File: src/rtl/router_pkg.sv
// Shared port numbering for the four-way router and its return-path merger.
// Pure declarations, no timing.
// No flow control in this file.
package router_pkg;
    localparam int NUM_PORTS   = 4;
    localparam int PORT_ADDR_W = 2;

    typedef logic [PORT_ADDR_W-1:0] port_addr_t;
    typedef logic [NUM_PORTS-1:0]   port_vec_t;
endpackage

File: src/rtl/rr_arbiter.sv
// Four-way round-robin grant: first requester at or after ptr, wrapping mod 4.
// Latency: purely combinational.
// Backpressure: en low suppresses every grant.
module rr_arbiter
    import router_pkg::*;
(
    input  logic [NUM_PORTS-1:0]   req,
    input  logic [PORT_ADDR_W-1:0] ptr,
    input  logic                   en,
    output logic [NUM_PORTS-1:0]   gnt,
    output logic [PORT_ADDR_W-1:0] gnt_idx,
    output logic                   gnt_any
);

    port_addr_t idx;

    always_comb begin
        gnt     = '0;
        gnt_idx = '0;
        gnt_any = 1'b0;
        idx     = '0;
        if (en) begin
            // 2-bit addition gives the wrap 3 -> 0 for free
            for (int k = 0; k < NUM_PORTS; k++) begin
                idx = ptr + port_addr_t'(k);
                if (!gnt_any && req[idx]) begin
                    gnt[idx] = 1'b1;
                    gnt_idx  = idx;
                    gnt_any  = 1'b1;
                end
            end
        end
    end

endmodule

File: src/rtl/simple_merger.sv
// Four-to-one round-robin merge onto one registered output tagged with source index.
// Latency: 1 cycle from din handshake to dout_valid; one word per cycle sustained.
// Backpressure: din_ready is zero whenever the output register is full and not draining.
module simple_merger
    import router_pkg::*;
#(
    parameter int DATA_WIDTH = 32
) (
    input  logic                   clk,
    input  logic                   reset,
    input  logic [DATA_WIDTH-1:0]  din0,
    input  logic [DATA_WIDTH-1:0]  din1,
    input  logic [DATA_WIDTH-1:0]  din2,
    input  logic [DATA_WIDTH-1:0]  din3,
    input  logic [NUM_PORTS-1:0]   din_valid,
    output logic [NUM_PORTS-1:0]   din_ready,
    output logic [DATA_WIDTH-1:0]  dout,
    output logic [PORT_ADDR_W-1:0] dout_addr,
    output logic                   dout_valid,
    input  logic                   dout_ready
);

    port_addr_t            ptr;
    logic                  load;
    logic [NUM_PORTS-1:0]  gnt;
    port_addr_t            gnt_idx;
    logic                  gnt_any;
    logic [DATA_WIDTH-1:0] sel_dat;

    // Reset also blocks grants so no source sees a handshake that would be lost.
    assign load = (!dout_valid || dout_ready) && !reset;

    rr_arbiter u_arb (
        .req     (din_valid),
        .ptr     (ptr),
        .en      (load),
        .gnt     (gnt),
        .gnt_idx (gnt_idx),
        .gnt_any (gnt_any)
    );

    assign din_ready = gnt;

    always_comb begin
        sel_dat = din0;
        case (gnt_idx)
            2'd0:    sel_dat = din0;
            2'd1:    sel_dat = din1;
            2'd2:    sel_dat = din2;
            default: sel_dat = din3;
        endcase
    end

    always_ff @(posedge clk or posedge reset) begin
        if (reset) begin
            dout       <= '0;
            dout_addr  <= '0;
            dout_valid <= 1'b0;
            ptr        <= '0;
        end else if (gnt_any) begin
            dout       <= sel_dat;
            dout_addr  <= gnt_idx;
            dout_valid <= 1'b1;
            ptr        <= gnt_idx + 2'd1;
        end else if (dout_valid && dout_ready) begin
            // Empty register reads as all zeros, not stale data.
            dout       <= '0;
            dout_addr  <= '0;
            dout_valid <= 1'b0;
        end
    end

endmodule
File: config.mk
export PLATFORM = sky130hd
export DESIGN_NAME = simple_merger
export DESIGN_NICKNAME = d
export VERILOG_FILES = /design/src/rtl/router_pkg.sv /design/src/rtl/rr_arbiter.sv /design/src/rtl/simple_merger.sv
export SDC_FILE = /design/constraint.sdc
export NUM_CORES = 1
export LEC_CHECK = 0
export ABC_AREA = 1
export CAP_MARGIN = 15
export CORE_MARGIN = 2
export CORE_UTILIZATION = 39
export DETAILED_ROUTE_END_ITERATION = 10
export PLACE_DENSITY = 0.83
export REMOVE_ABC_BUFFERS = 1
export SYNTH_ARGS = -nofsm -noshare
export SYNTH_HDL_FRONTEND = slang
export SYNTH_SLANG_ARGS = --single-unit
File: constraint.sdc
create_clock -name clk -period 3.21 [get_ports clk]
set_clock_uncertainty 0.2 [all_clocks]
set_input_delay 0.642 -clock clk [delete_from_list [all_inputs] [get_ports clk]]
set_output_delay 0.642 -clock clk [all_outputs]
set_load 0.01 [all_outputs]
==> metrics <==
drt total wl=10710 um; Hold Path Depth=2; Inserted Clock Buffers=5; Cell Pwr Density=773.8 nW/um2; fin crit share=0.9595; Buf+Inv Stages, Crit Path=7; Final Core Density=0.6854; DRT Pass-1 Iters=6; Sw Pwr=about 1.9 mW; Remaining Overflow, GRT=0; DR WL/cell=14.73 um; fmax=324.7 MHz; Max-Cap Viols=0; Sequential Power Share=0.194; Hold WC Path Type=reg -> reg; # IOs=174; Int Pwr=2.187 mW; Mapped Avg Cell Area=6.882 um2; Slew @ Worst Pin=a little under 0.8 ns; Final Hold Vio Count=0; Diodes inserted=0; Max FO, Critical Path=12; DRC viols=0; Worst Path Arrival=3.09 ns; Inst Count DP=710; Slew headroom=0.4840; fin cells=727; r2r startpoint=ptr[0]; Clock transition at path regs=~0.070 ns; synth unique cells=23; Post-Syn Instances=442; All-Layer GR Usage=0.2376; Post-Syn Area=3042 um2; Initial Utilization=0.3977; final instance area=5241 um2; Longest Clk Path Bufs=2; Vias=3758; clock share of power=0.080; Highest Signal Layer=met4; crit-path cells=clkdlybuf4s50_1, inv_1, nand2_2, nand3_4, nand2_8, nor2_4, buf_4, buf_4, nand3_1, nand3_1, nand2_4, inv_2, ha_4, inv_4, clkbuf_16, nor2_1, a31oi_1, nand2_1, nand2_1; Placer Congestion=0.8395; iteration-0 DRC count of the detailed router=154; largest net degree at the start of global routing=38; Final Setup Violations=0; Antenna Nets Post-Route=0; crit-path leading delay family=buffers and inverters; first-pass GRT wire length=16550 um; area post-placement=4901 um2; combinational power share=0.727; nature of the critical path endpoint=register; slowest stage delay, CP=0.51 ns; share of cells above drive strength 1=0.1504; sequential-to-total area share from yosys stat=0.3044; HPWL after detailed placement=about 7800 um; HP Start=dout[4]; Port Buffer Count=173; initial antenna violation count=0; Pleak=2.400 nW; Root Driver=clkbuf_8; worst endpoint required time=3.22 ns; capturing point of the worst reg2reg path=dout[1]; H-tree depth=2; clock insertion delay at the later pin of the skew report=0.27 ns; Register-to-Register Setup Slack=0.18 ns; CP Launch Type=input port; Worst path slowest cell=clkdlybuf4s50_1; die area=8521 um2; NumNets Final=772; Yosys warning total=0; setup TNS=0 ns; CTS tree=built; reg2reg path depth=19; synthesized flop and latch total=37; Worst Hold Endpoint=dout[4]; # fillers=661; Slew Limit Fails=0; Die H=92.31 um; DRT met1 WL=4253 um; row cnt=32; met3 WL=roughly 760 um; DR WL met2=around 5500 um; switch share=0.4607; fin crit period=3.080 ns; vias in the first global route=3626; peak supply drop=0.3193 mV; status=finished clean; Area growth syn-to-layout=72.32%; CP Class=in -> reg; Core ar.=~7600 um2; via-per-instance ratio=slightly above 5; Die X-Extent=just over 90 um; worst hold slack=0.3026 ns; TritonCTS Sinks=37
registers in the layout, summed over array words and instances (netlist names):
name and flops:
dout_addr 2, ptr 2, dout 32, dout_valid 1
layer usage:
| metal | up-vias | track usage |
|---|---|---|
| met1 | 1746 | 0.2865 |
| met3 | 22 | 0.04394 |
| met4 | 0 | 0.06095 |
| met2 | 164 | 0.4337 |
| li1 | 1826 | - |
| met5 | - | 0 |
cells in the mapped netlist:
| cell | n | area [um2] |
|---|---|---|
| nand2_1 | 164 | 615.6 |
| a21oi_1 | 37 | 185.2 |
| dfrtp_1 | 37 | 925.9 |
| nor2_1 | 35 | 131.4 |
| a31oi_1 | 33 | 206.5 |
| nand3_2 | 29 | 290.3 |
| nand3_1 | 25 | 125.1 |
| inv_1 | 19 | 71.32 |
| clkbuf_1 | 16 | 60.06 |
| ha_1 | 12 | 150.1 |
| nand2_2 | 7 | 43.79 |
| a21boi_0 | 4 | 30.03 |
| buf_2 | 4 | 20.02 |
| nand4_1 | 4 | 25.02 |
| buf_12 | 3 | 60.06 |
| buf_4 | 3 | 22.52 |
| buf_6 | 2 | 22.52 |
| inv_2 | 2 | 7.510 |
| o21ai_0 | 2 | 10.01 |
| inv_6 | 1 | 8.760 |
| nand2_4 | 1 | 11.26 |
| nand3b_1 | 1 | 7.510 |
| nor2_4 | 1 | 11.26 |
worst reg2reg max path, stage by stage (launching register included):
cell and delay [ns]:
dfrtp_1 0.42, inv_6 0.08, ha_1 0.38, inv_1 0.09, nand2_1 0.09, nand2_2 0.10
nor2_4 0.14, buf_4 0.13, buf_4 0.10, nand3b_1 0.08, nand2_2 0.09, inv_2 0.04
nand2_1 0.09, buf_4 0.15, ha_4 0.18, buf_8 0.16, nand2_1 0.10, a31oi_2 0.20
nand2_1 0.07, nand2_1 0.07
kinds of logic (layout without fill, tap and decap cells):
family	Yosys count	after routing	synth area share
AO/OA/AOI/OAI	76	76	0.1419
flip-flops	37	37	0.3044
AND/OR/NAND/NOR	267	268	0.4146
buffers and inverters	50	232	0.08968
adder cells (fa/ha/maj)	12	12	0.04936
worst max-delay path by stage:
stage | from | end | cells past startpoint
4_1_cts | din_valid[3] | dout[17] | 19
3_5_place_dp | din_valid[1] | din_ready[3] | 11
2_1_floorplan | ptr[0] | dout[0] | 17
3_3_place_gp | din_valid[1] | din_ready[0] | 11
6_report | din_valid[1] | dout[22] | 19
5_1_grt | din_valid[2] | dout[7] | 19
repair_timing:
| action | 4_1_cts | 5_1_grt |
|---|---|---|
| gates cloned | 1 | 2 |
| buffers inserted | 3 | 4 |
| pin swaps | 1 | 7 |
| hold buffers | 0 | 0 |
| endpoints found under the setup margin | 4 | 33 |
| hold endpoints to repair | 0 | 0 |
| resized for setup | 13 | 38 |
power by group through the flow:
stage | clock [mW] | combinational, mW | sequential, mW
after floorplan | 0 | 1.34 | 0.892
after global placement | 0 | 2.51 | 0.785
after detailed placement | 0 | 2.58 | 0.795
after CTS | 0.335 | 2.68 | 0.788
after global routing | 0.348 | 3.22 | 0.814
final | 0.323 | 2.95 | 0.786
layout by cell type, fill, tap and decap left out, types with 6 or more instances in the layout:
master and instances:
a21oi_1 37, a31oi_1 32, buf_4 20, clkbuf_8 6
clkdlybuf4s50_1 168, dfrtp_1 37, ha_1 8, inv_1 14
inv_2 6, nand2_1 160, nand2_2 10, nand3_1 25
nand3_2 27, nor2_1 34
through the flow:
stage | power, mW | setup WS [ns]
2_1_floorplan | 2.231 | -1.313
3_3_place_gp | 3.298 | -0.1189
3_5_place_dp | 3.375 | -0.2227
4_1_cts | 3.803 | 0.009068
5_1_grt | 4.384 | -0.02058
6_report | 4.056 | 0.1299
layout make-up:
cell class | instances | area (um2) | area share
flip-flops and latches | 37 | 925.9 | 0.1767
repair buffers | 203 | 2054 | 0.3920
multi-input cells | 356 | 1957 | 0.3734
inverters | 22 | 90.09 | 0.01719
clock buffers | 7 | 86.33 | 0.01647
well taps | 102 | 127.6 | 0.02435
(Power assumes the default switching activity.)
